**config.mk**
```make
export PLATFORM = sky130hd
export DESIGN_NAME = mac_ctrl
export DESIGN_NICKNAME = d
export VERILOG_FILES = /design/src/rtl/mac_pkg.sv /design/src/rtl/mac_ctrl.sv
export SDC_FILE = /design/constraint.sdc
export NUM_CORES = 1
export LEC_CHECK = 0
export ABC_CLOCK_PERIOD_IN_PS = 3200
export BUFFER_PORTS_ARGS = -buffer_cell sky130_fd_sc_hd__buf_4
export CAP_MARGIN = 20
export CORE_UTILIZATION = 40
export DETAILED_ROUTE_END_ITERATION = 7
export GPL_ROUTABILITY_DRIVEN = 0
export PLACE_DENSITY = 0.92
export SYNTH_ARGS = -nofsm -noshare
export SYNTH_HDL_FRONTEND = slang
export SYNTH_SLANG_ARGS = --single-unit
```
**constraint.sdc**
```tcl
create_clock -name clk -period 3.2 [get_ports clk]
set_clock_uncertainty 0.15 [all_clocks]
set_input_delay 0.16 -clock clk [delete_from_list [all_inputs] [get_ports clk]]
set_output_delay 0.16 -clock clk [all_outputs]
set_load 0.05 [all_outputs]
```
**src/rtl/mac_pkg.sv**
```systemverilog
// mac_pkg: shared state type and default widths/latency for the
// MAC sequencer and the MAC it drives.
package mac_pkg;

  localparam int MAC_DATA_WIDTH     = 8;
  localparam int MAC_LEN_WIDTH      = 8;
  localparam int MAC_PIPELINE_DELAY = 1;
  localparam int MAC_OUT_WIDTH      = 3 * MAC_DATA_WIDTH;

  typedef enum logic [2:0] {
    ST_IDLE,
    ST_CLEAR,
    ST_FEED,
    ST_DRAIN,
    ST_OUT
  } mac_ctrl_state_t;

  function automatic int drain_width(input int delay);
    return (delay < 2) ? 1 : $clog2(delay + 1);
  endfunction

endpackage

```
**src/rtl/mac_ctrl.sv**
```systemverilog
// mac_ctrl: per-job dot-product sequencer; joins the A/B operand
// streams into the MAC, waits out its latency, then offers Cout.
module mac_ctrl
  import mac_pkg::*;
#(
  parameter int DATA_WIDTH     = MAC_DATA_WIDTH,
  parameter int LEN_WIDTH      = MAC_LEN_WIDTH,
  parameter int PIPELINE_DELAY = MAC_PIPELINE_DELAY
) (
  input  logic                    clk,
  input  logic                    rst_n,
  input  logic                    start,
  input  logic [LEN_WIDTH-1:0]    len,
  input  logic                    a_valid,
  input  logic [DATA_WIDTH-1:0]   a_data,
  output logic                    a_ready,
  input  logic                    b_valid,
  input  logic [DATA_WIDTH-1:0]   b_data,
  output logic                    b_ready,
  output logic                    mac_en,
  output logic                    mac_clr,
  output logic [DATA_WIDTH-1:0]   mac_ain,
  output logic [DATA_WIDTH-1:0]   mac_bin,
  input  logic [3*DATA_WIDTH-1:0] mac_cout,
  output logic                    res_valid,
  output logic [3*DATA_WIDTH-1:0] res_data,
  input  logic                    res_ready,
  output logic                    busy
);

  localparam int DCW = drain_width(PIPELINE_DELAY);
  localparam logic [DCW-1:0] DRAIN_LOAD = DCW'(PIPELINE_DELAY);
  localparam logic [DCW-1:0] DRAIN_ONE  = DCW'(1);
  localparam logic [LEN_WIDTH-1:0] LEN_ONE = LEN_WIDTH'(1);

  mac_ctrl_state_t       state;
  logic [LEN_WIDTH-1:0]  pair_cnt;
  logic [DCW-1:0]        drain_cnt;
  logic                  feed;
  logic                  fire;

  // Joint handshake: a pair is only taken when both sides are valid.
  assign feed      = (state == ST_FEED);
  assign fire      = feed && a_valid && b_valid;
  assign a_ready   = feed && b_valid;
  assign b_ready   = feed && a_valid;
  assign mac_en    = fire;
  assign mac_ain   = feed ? a_data : '0;
  assign mac_bin   = feed ? b_data : '0;
  assign mac_clr   = (state == ST_CLEAR);
  assign res_valid = (state == ST_OUT);
  assign res_data  = res_valid ? mac_cout : '0;
  assign busy      = (state != ST_IDLE);

  always_ff @(posedge clk or negedge rst_n) begin
    if (!rst_n) begin
      state     <= ST_IDLE;
      pair_cnt  <= '0;
      drain_cnt <= '0;
    end else begin
      unique case (state)
        ST_IDLE: begin
          if (start) begin
            pair_cnt <= len;
            state    <= ST_CLEAR;
          end
        end
        ST_CLEAR: begin
          state <= (pair_cnt != '0) ? ST_FEED : ST_OUT;
        end
        ST_FEED: begin
          if (fire) begin
            pair_cnt <= pair_cnt - LEN_ONE;
            if (pair_cnt == LEN_ONE) begin
              drain_cnt <= DRAIN_LOAD;
              state     <= ST_DRAIN;
            end
          end
        end
        ST_DRAIN: begin
          drain_cnt <= drain_cnt - DRAIN_ONE;
          if (drain_cnt == DRAIN_ONE)
            state <= ST_OUT;
        end
        ST_OUT: begin
          if (res_ready)
            state <= ST_IDLE;
        end
        default: state <= ST_IDLE;
      endcase
    end
  end

endmodule

```
==> metrics.cfg <==
[cts]
cts_setup_buffers = 0
h-tree-depth = 1
cts_root_buf = clkbuf_4
cts_buffers = 3
clock_path_buffers = 2
clk_pin_slew_ns = 0.07
insertion_delay_ns = 0.27
clkSinkCount = 12
tritoncts = built

[finish]
antenna_cells = 0
final_util = 0.742
fin_area_mm2 = 0.00187
drive_gt1_frac = 0.487
fin_cells = 262
area_growth_pct = 72.2
nets = 289

[power]
p_leak_nw = 0.958
peakVddDrop_mv = 0.749
power_mw = 1.63
power.density_mw_per_mm2 = 869

[global_route]
grt_pass1_vias = 1051
grt_util_met2 = 0.401
grt_overflow = 0
met1_usage = 0.269
busiest_layer = met2
grt_antenna_before_repair = 0
use_met3 = 0.0593
grt_max_degree = 27
grt_pass1_wl_um = 4580
grt_usage = 0.219

[flow_run]
maxCapViolCount = 0

[floorplanning]
std_cell_rows = 18
die_h_um = 54.1
fp.dieW_um = 54.1
initial_core_util = 0.431
ios = 100
dieArea_mm2 = 0.00293
fp.coreArea_mm2 = 0.00252

[place]
post-place-ws_ns = 1.27
postPlaceCellArea_mm2 = 0.00182
portBuffers = 99
dp.cells = 257
hpwlAfterDp_um = 2690

[synthesis]
yosys-top-cells-area = dfrtp_1 (28%), and2_1 (24%), o21ai_0 (4.6%)
yosys-top-cells-count = and2_1 (42), dfrtp_1 (12), o21ai_0 (10)
yosys.area.top_type = dfrtp_1
yosysTopAreaCellShare = 0.276
synth_edf_count = 0
avgSynthCellArea_um2 = 8.04
yosys_warnings = 0
synth_seq_cells = 12
seq_area_frac_synth = 0.276
synthFlopType = dfrtp_1
synth_cells = 135
ys_async_sr_fraction = 1.00
synth.cell_area_mm2 = 0.00109
yosysUniqueCellTypes = 40
yosysMostFrequentCell = and2_1
syn_nets = 191

[route]
vias_per_cell = 4.99
first_pass_iters = 4
dr.first_iter.drc_count = 20
ant_nets = 0
drt_drc_violations_left = 0
vias = 1307
totalWireLength_um = 3360
post_drt_wl_per_cell_um = 12.8

[setup_path]
cp_max_fo = 6
critPathLaunchType = flip-flop
worst_setup_path_end_kind = flip-flop
crit_arrival_ns = 1.97
required_ns = 3.21
crit_type = flip-flop to flip-flop

[timing]
fin_crit_sh = 0.611
worst-slew-pin-transition_ns = 0.557
final.setup.worst_slack_ns = 1.25
relSlewSlack = 0.629
fmax_mhz = 512
holdWs_ns = 0.0303
finalMaxSlewViolations = 0
finalHoldViolations = 0
tns_ns = 0
finalSetupViolations = 0
finalCriticalPeriod_ns = 1.95
rsz0062_at_grt = no

[run_status]
status = finished, final reports clean

[min_path]
hp-class = primary input to flip-flop

==> final cells by class <==
cell class / count / area, µm²
Fill cell: 198 / 652
Tap cell: 30 / 37.5
Sequential cell: 12 / 300
Clock buffer: 4 / 36.3
Multi-Input combinational cell: 111 / 717
Timing Repair Buffer: 102 / 768
Inverter: 3 / 11.3
==> cell usage in the layout (no fill, tap or decap), types with 3 or more instances in the layout <==
cell      synthesis  layout
buf_4             1     101
and2_1           42      42
dfrtp_1          12      12
o21ai_0          10      10
a21oi_1           8       8
nor2_1            7       7
nor3_1            5       5
inv_1             3       3
nand2b_1          3       3
nand2_1           3       3
clkbuf_4          0       3
==> timing repair <==
action / in CTS / in global routing
hold endpoints to repair: 12 / 0
resized for setup: 0 / 0
hold buffers: 1 / 0
==> final timing paths <==
check	startpoint	to	slack, ns	cells after the start
max	pair_cnt[0]	pair_cnt[6]	1.25	6
min	len[2]	pair_cnt[2]	0.03	3
max reg2reg	pair_cnt[0]	pair_cnt[6]	1.25	6
min reg2reg	pair_cnt[6]	pair_cnt[6]	0.37	1
max in group asynchronous	rst_n	pair_cnt[6]	2.64	2
min in group asynchronous	rst_n	pair_cnt[1]	0.11	2
==> worst max-delay path, stage by stage, from the launching register on <==
cell,delay (ns)
dfrtp_1,0.43
inv_1,0.08
ha_1,0.17
or3b_2,0.52
nor3_1,0.16
o21ai_0,0.09
a22o_1,0.25
==> cell families after synthesis <==
group                    after synthesis  share of synthesized area
adder cells (fa/ha/maj)                2                     0.0230
flip-flops                            12                      0.276
AO/OA/AOI/OAI                         32                      0.190
AND/OR/NAND/NOR                       77                      0.442
buffers and inverters                 12                     0.0680
==> state kept, by name, summed over array words and instances (netlist names) <==
| register | count |
|---|---|
| drain_cnt | 1 |
| pair_cnt | 8 |
| state | 3 |
==> layer usage <==
metal | part of all wire | up-vias | wire length [µm]
met2 | 0.56 | 49 | 1880
li1 | - | 661 | -
met5 | 0 | - | 0
met4 | 0 | 0 | 0
met1 | 0.38 | 597 | 1280
met3 | 0.058 | 0 | 196
==> report_power, final <==
part           internal [mW]  leakage (nW)  switching (mW)
combinational          0.417         0.790           0.764
sequential             0.226         0.147           0.100
clock                 0.0691        0.0210          0.0504
Note: power is estimated with default switching activity, not from simulation.
